==> src/rtl/decode_pkg.sv <==
// Shared types for the programmable opcode decoder: entry layout, FSM states
// and the power-on contents of the decode table.
package decode_pkg;

  localparam int BASE_ALU_W  = 8;
  localparam int BASE_CTRL_W = 8;

  typedef struct packed {
    logic                   illegal;
    logic                   last;
    logic [BASE_ALU_W-1:0]  alu;
    logic [BASE_CTRL_W-1:0] ctrl;
  } dec_entry_t;

  typedef enum logic {
    IDLE  = 1'b0,
    ISSUE = 1'b1
  } state_t;

  // Later steps default to empty final steps; A, B and anything beyond the
  // base 16-opcode map are illegal.
  function automatic dec_entry_t default_entry(input int opc, input int step);
    dec_entry_t e;
    e      = '0;
    e.last = 1'b1;
    if (step == 0) begin
      case (opc)
        0:  e.alu = 8'h00;
        1:  e.alu = 8'hC0;
        2:  e.alu = 8'h20;
        3:  e.alu = 8'h2C;
        4:  e.alu = 8'h7C;
        5:  e.alu = 8'h02;
        6:  begin
              e.alu  = 8'h02;
              e.ctrl = 8'h40;
            end
        7:  e.ctrl = 8'h18;
        8:  e.ctrl = 8'h28;
        9:  e.ctrl = 8'hA0;
        12: e.ctrl = 8'h40;
        13: e.ctrl = 8'h04;
        14: e.ctrl = 8'h02;
        15: e.ctrl = 8'h01;
        default: e.illegal = 1'b1;
      endcase
    end
    return e;
  endfunction

endpackage

==> src/rtl/decode_table.sv <==
// Run-time writable decode table: one flop per entry bit, synchronous reset
// back to the default map, one write port and one combinational read port.
module decode_table
  import decode_pkg::*;
#(
  parameter int OPC_W  = 4,
  parameter int ALU_W  = 8,
  parameter int CTRL_W = 8,
  parameter int STEPS  = 2,
  parameter int STEP_W = 1,
  parameter int ENT_W  = ALU_W + CTRL_W + 2
) (
  input  logic              clk,
  input  logic              rst_n,
  input  logic              we,
  input  logic [OPC_W-1:0]  wr_opc,
  input  logic [STEP_W-1:0] wr_step,
  input  logic [ENT_W-1:0]  wr_data,
  input  logic [OPC_W-1:0]  rd_opc,
  input  logic [STEP_W-1:0] rd_step,
  output logic [ENT_W-1:0]  rd_data
);

  localparam int DEPTH = 2 ** OPC_W;

  logic [ENT_W-1:0] mem [DEPTH][STEPS];

  function automatic logic [ENT_W-1:0] reset_value(input int opc, input int step);
    dec_entry_t d;
    d = default_entry(opc, step);
    return {d.illegal, d.last, ALU_W'(d.alu), CTRL_W'(d.ctrl)};
  endfunction

  // Reset has priority, so configuration writes are dropped while in reset.
  always_ff @(posedge clk) begin
    if (!rst_n) begin
      for (int o = 0; o < DEPTH; o++) begin
        for (int s = 0; s < STEPS; s++) begin
          mem[o][s] <= reset_value(o, s);
        end
      end
    end else if (we && (int'(wr_step) < STEPS)) begin
      mem[wr_opc][wr_step] <= wr_data;
    end
  end

  always_comb begin
    rd_data = '0;
    if (int'(rd_step) < STEPS) begin
      rd_data = mem[rd_opc][rd_step];
    end
  end

endmodule

==> src/rtl/decode_seq.sv <==
// Opcode-to-micro-step sequencer: accepts opcodes with valid/ready and
// presents each table step downstream, one registered step at a time.
module decode_seq
  import decode_pkg::*;
#(
  parameter int OPC_W  = 4,
  parameter int ALU_W  = 8,
  parameter int CTRL_W = 8,
  parameter int STEPS  = 2,
  parameter int STEP_W = (STEPS > 1) ? $clog2(STEPS) : 1
) (
  input  logic                     clk,
  input  logic                     rst_n,
  input  logic                     in_valid,
  output logic                     in_ready,
  input  logic [OPC_W-1:0]         in_opc,
  output logic                     out_valid,
  input  logic                     out_ready,
  output logic [ALU_W-1:0]         out_alu,
  output logic [CTRL_W-1:0]        out_ctrl,
  output logic [STEP_W-1:0]        out_step,
  output logic                     out_last,
  output logic                     out_illegal,
  input  logic                     cfg_we,
  input  logic [OPC_W-1:0]         cfg_opc,
  input  logic [STEP_W-1:0]        cfg_step,
  input  logic [ALU_W+CTRL_W+1:0]  cfg_data
);

  localparam int ENT_W = ALU_W + CTRL_W + 2;

  state_t            state;
  state_t            next_state;
  logic [OPC_W-1:0]  cur_opc;
  logic [OPC_W-1:0]  rd_opc;
  logic [STEP_W-1:0] rd_step;
  logic [ENT_W-1:0]  rd_data;
  logic              accept;
  logic              advance;

  decode_table #(
    .OPC_W  (OPC_W),
    .ALU_W  (ALU_W),
    .CTRL_W (CTRL_W),
    .STEPS  (STEPS),
    .STEP_W (STEP_W),
    .ENT_W  (ENT_W)
  ) u_table (
    .clk     (clk),
    .rst_n   (rst_n),
    .we      (cfg_we),
    .wr_opc  (cfg_opc),
    .wr_step (cfg_step),
    .wr_data (cfg_data),
    .rd_opc  (rd_opc),
    .rd_step (rd_step),
    .rd_data (rd_data)
  );

  assign out_valid = (state == ISSUE);

  always_ff @(posedge clk) begin
    if (!rst_n) begin
      state <= IDLE;
    end else begin
      state <= next_state;
    end
  end

  // out_last already folds in the forced-final conditions, so it alone
  // decides whether the current handshake ends the opcode.
  always_comb begin
    next_state = state;
    in_ready   = (state == IDLE) || ((state == ISSUE) && out_ready && out_last);
    accept     = in_valid && in_ready;
    advance    = (state == ISSUE) && out_ready && !out_last;
    rd_opc     = cur_opc;
    rd_step    = out_step + 1'b1;
    if (accept) begin
      next_state = ISSUE;
      rd_opc     = in_opc;
      rd_step    = '0;
    end else if (advance) begin
      next_state = ISSUE;
    end else if ((state == ISSUE) && out_ready) begin
      next_state = IDLE;
    end
  end

  always_ff @(posedge clk) begin
    if (!rst_n) begin
      cur_opc     <= '0;
      out_alu     <= '0;
      out_ctrl    <= '0;
      out_step    <= '0;
      out_last    <= 1'b0;
      out_illegal <= 1'b0;
    end else if (accept || advance) begin
      cur_opc     <= rd_opc;
      out_step    <= rd_step;
      out_illegal <= rd_data[ENT_W-1];
      out_last    <= rd_data[ENT_W-1] | rd_data[ENT_W-2] |
                     (rd_step == STEP_W'(STEPS - 1));
      out_alu     <= rd_data[ALU_W+CTRL_W-1:CTRL_W];
      out_ctrl    <= rd_data[CTRL_W-1:0];
    end
  end

endmodule

==> config.mk <==
export PLATFORM = sky130hd
export DESIGN_NAME = decode_seq
export DESIGN_NICKNAME = d
export VERILOG_FILES = /design/src/rtl/decode_pkg.sv /design/src/rtl/decode_table.sv /design/src/rtl/decode_seq.sv
export SDC_FILE = /design/constraint.sdc
export NUM_CORES = 1
export LEC_CHECK = 0
export ABC_CLOCK_PERIOD_IN_PS = 3500
export BUFFER_PORTS_ARGS = -buffer_cell sky130_fd_sc_hd__buf_4
export CAP_MARGIN = 10
export CORE_MARGIN = 2
export CORE_UTILIZATION = 60
export DETAILED_ROUTE_END_ITERATION = 8
export PLACE_DENSITY = 0.83
export SETUP_SLACK_MARGIN = 0.2
export SLEW_MARGIN = 20
export SYNTH_ARGS = -nofsm -noshare
export SYNTH_HDL_FRONTEND = slang
export SYNTH_SLANG_ARGS = --single-unit
==> constraint.sdc <==
create_clock -name clk -period 3.5 [get_ports clk]
set_clock_uncertainty 0.2 [all_clocks]
set_input_delay 0.175 -clock clk [delete_from_list [all_inputs] [get_ports clk]]
set_output_delay 0.175 -clock clk [all_outputs]
set_load 0.03 [all_outputs]
==> flow_metrics.env <==
export IMPL_ir_drop_mv=0.411
export IMPL_grt_max_degree=65
export IMPL_die_h_um=216
export IMPL_post_synth_xor_area_fraction_pct=0
export IMPL_fraction_of_synthesis_flops_using_an_asynchronous_set_or_reset_pin_pct=0
export IMPL_slew_violations=0
export IMPL_outcome="complete, no violations"
export IMPL_count_of_warnings_emitted_by_yosys=0
export IMPL_hold_violations=0
export IMPL_drive_gt1_share_pct=10.3
export IMPL_ys_ff_latch=584
export IMPL_syn_area_per_cell_um2=11.3
export IMPL_setup_worst_path_class="reg2reg"
export IMPL_critical_path_slowest_cell="mux2_2"
export IMPL_grt_pass1_wl_mm=116
export IMPL_clock_root_buffer="clkbuf_16"
export IMPL_main_synth_ff_type="edfxtp_1"
export IMPL_syn_cell_area_um2=27000
export IMPL_totalWireLength_mm=77.5
export IMPL_finish_cell_count_without_fillers=3030
export IMPL_use_met3_pct=6.03
export IMPL_cp_data_required_time_ns=3.77
export IMPL_count_of_different_cell_masters_after_synthesis=50
export IMPL_powerDensity_nw_per_um2=530
export IMPL_syn_inst=2376
export IMPL_grt_use_met2_pct=51.9
export IMPL_core_area_um2=44300
export IMPL_post_synth_mux_area_share_pct=0.789
export IMPL_die_x_um=216
export IMPL_vias_per_cell=6.48
export IMPL_synth_sequential_area_ratio_pct=64.2
export IMPL_leakage_nw=10.7
export IMPL_grt_pass1_vias=19000
export IMPL_worst_slew_margin_rel_pct=23.9
export IMPL_num_rows=77
export IMPL_unrepaired_setup_endpoints_after_global_routing="no"
export IMPL_min_period_ns=3.18
export IMPL_post_cts_setup_buffers=0
export IMPL_p_total_mw=16.0
export IMPL_use_met1_pct=44.1
export IMPL_numClockSinks=584
export IMPL_port_buffers=52
export IMPL_achievable_frequency_mhz=314
export IMPL_clkTransAtPathRegs_ns=0.07
export IMPL_detail_route_first_pass_iterations=8
export IMPL_critical_path_startpoint_type="flip-flop"
export IMPL_global_route_peak_usage_layer="met2"
export IMPL_number_of_vias_after_detailed_routing=19600
export IMPL_setup_tns_ns=0
export IMPL_cp_arrival_ns=3.45
export IMPL_critical_path_max_fanout=18
export IMPL_dp_hpwl_mm=47.0
export IMPL_synthToLayoutAreaGrowth_pct=11.8
export IMPL_cts_buffers_inserted=57
export IMPL_max_stage_delay_ns=0.61
export IMPL_antenna_found_initial=1
export IMPL_nNetsFinal=2424
export IMPL_synth_simple_area_share_pct=24.1
export IMPL_io_pin_count=53
export IMPL_crit_path_end_kind="flip-flop"
export IMPL_detailedRoute_firstIterationViolations=3465
export IMPL_synth_compound_gate_area_share_pct=7.59
export IMPL_synth_edff_count=560
export IMPL_synthAdderAreaFrac_pct=0
export IMPL_finalSetupViolations=0
export IMPL_finalHoldWorstSlack_ns=0.0424
export IMPL_area_of_the_die_um2=46600
export IMPL_rd_place_congestion=0.929
export IMPL_grt_overflow=0
export IMPL_post_placement_cell_count=2900
export IMPL_route_detailed_drc=0
export IMPL_crit_path_cell_trace="a21boi_4 > inv_4 > nand2_2 > mux2_2 > buf_4 > o2111ai_1 > a21bo_2 > a41oi_1"
export IMPL_routed_wire_length_per_instance_um=25.6
export IMPL_tritoncts_clock_tree="built"
export IMPL_tightest_slew_ns=1.14
export IMPL_postSynthNetCount=2408
export IMPL_clock_path_buffers=3
export IMPL_worstHoldPathType="in2reg"
export IMPL_clk_insertion_delay_late_ns=0.62
export IMPL_start_util_pct=60.8
export IMPL_synth_top_family_by_area="simple AND/OR/NAND/NOR gates"
export IMPL_htree_num_levels=2
export IMPL_final_min_period_over_clock_period_pct=91.0
export IMPL_max_cap_viol_count=0
export IMPL_grt_util_all_layers_pct=33.2
export IMPL_detail_route_antenna_nets=0
[area by class of cell]
cell class / count / area, um^2
Antenna cell: 1 / 2.50
Fill cell: 3097 / 14200
Tap cell: 592 / 741
Timing Repair Buffer: 168 / 1480
Multi-Input combinational cell: 1576 / 8850
Inverter: 5 / 21.3
Clock buffer: 70 / 1510
Sequential cell: 584 / 17300
Clock inverter: 34 / 251
[logic make-up after synthesis]
logic type / count (synthesis)
AO/OA/AOI/OAI: 292
buffers and inverters: 216
flip-flops: 584
multiplexers: 21
AND/OR/NAND/NOR: 1263
[final timing paths]
kind / depth (start not counted) / to / slack, ns / startpoint
hold reg to reg: 2 / out_alu[0]$_SDFFE_PN0P_ / 0.37 / out_alu[0]$_SDFFE_PN0P_
hold / removal: 3 / out_last$_SDFFE_PN0P_ / 0.04 / rst_n
setup reg to reg: 8 / out_alu[6]$_SDFFE_PN0P_ / 0.32 / out_valid$_SDFFE_PN0P_
setup / recovery: 8 / out_alu[6]$_SDFFE_PN0P_ / 0.32 / out_valid$_SDFFE_PN0P_
[routing by layer]
metal | wire, um | part of all wire (%)
met1 | 27100 | 35
met2 | 35400 | 46
met3 | 9970 | 13
met4 | 5010 | 6.5
met5 | 0 | 0
[metrics by stage]
stage                     area (um^2)  setup slack (ns)  utilization [%]
final                           30100             0.316             68.0
after global routing            30100             0.234             68.0
after CTS                       30100             0.231             68.0
after detailed placement        28100             0.277             63.4
after global placement          28100             0.393             63.4
after floorplan                 27000             0.391                -
[sequential cells by signal, indices dropped and copies added (netlist names)]
signal,flops
cur_opc,4
out_last,1
out_illegal,1
out_ctrl,8
out_step,1
out_alu,8
u_table.mem,560
out_valid,1
[synthesized netlist by cell type (2+ instances only)]
master | instances | area (um^2)
nor2_1 | 36 | 135
or3_1 | 32 | 200
dfxtp_1 | 24 | 480
nand2b_1 | 27 | 169
nor3_2 | 2 | 20.0
nand3_1 | 161 | 806
mux2_2 | 2 | 22.5
o2111a_1 | 6 | 67.6
edfxtp_1 | 560 | 16800
nand3b_1 | 2 | 15.0
a32oi_1 | 16 | 140
buf_6 | 2 | 22.5
a21o_1 | 9 | 67.6
a41oi_1 | 17 | 149
a21oi_1 | 105 | 526
buf_1 | 4 | 15.0
nor4b_1 | 2 | 17.5
nor3_1 | 6 | 30.0
a22oi_1 | 49 | 368
and2_1 | 521 | 3260
buf_2 | 49 | 245
nand4_1 | 16 | 100
buf_4 | 8 | 60.1
clkbuf_1 | 147 | 552
and3_1 | 3 | 18.8
o21ai_0 | 29 | 145
nor2b_1 | 2 | 12.5
a21bo_2 | 4 | 40.0
inv_1 | 4 | 15.0
nand2_1 | 452 | 1700
mux2i_1 | 19 | 190
o2111ai_1 | 42 | 368
[critical path, delay by kind of cell, from the launching register on]
| family | cells | cell delay [ns] |
|---|---|---|
| simple gates | 1 | 0.28 |
| compound gates | 4 | 1.12 |
| buf+inv | 2 | 0.41 |
| mux | 1 | 0.61 |
| flops | 1 | 0.40 |
[placed cells by master (no fill, tap or decap), types with 19 or more instances in the layout]
cell and instances:
clkbuf_16 57, nand2b_1 27, o21ai_1 19, nand2_1 452, buf_4 130, and2_1 521, nor2_1 33, dlygate4sd3_1 25
a22oi_1 49, edfxtp_1 560, o2111ai_1 42, or3_1 32, nand3_1 161, dfxtp_1 24, a21oi_1 105
[power by group]
part,leakage [nW],internal [mW],switching (mW)
Sequential,5.55,8.04,0.156
Combinational,4.31,0.541,1.32
Clock,0.868,3.32,2.61
Total,10.7,11.9,4.09
[what timing repair did]
| action | CTS | global route |
|---|---|---|
| setup endpoints to repair | 0 | 4 |
| endpoints found under the hold margin | 489 | 0 |
| gates resized for setup | 0 | 4 |
| hold buffers | 25 | 0 |
No activity file was read; power rests on OpenSTA's default activity.
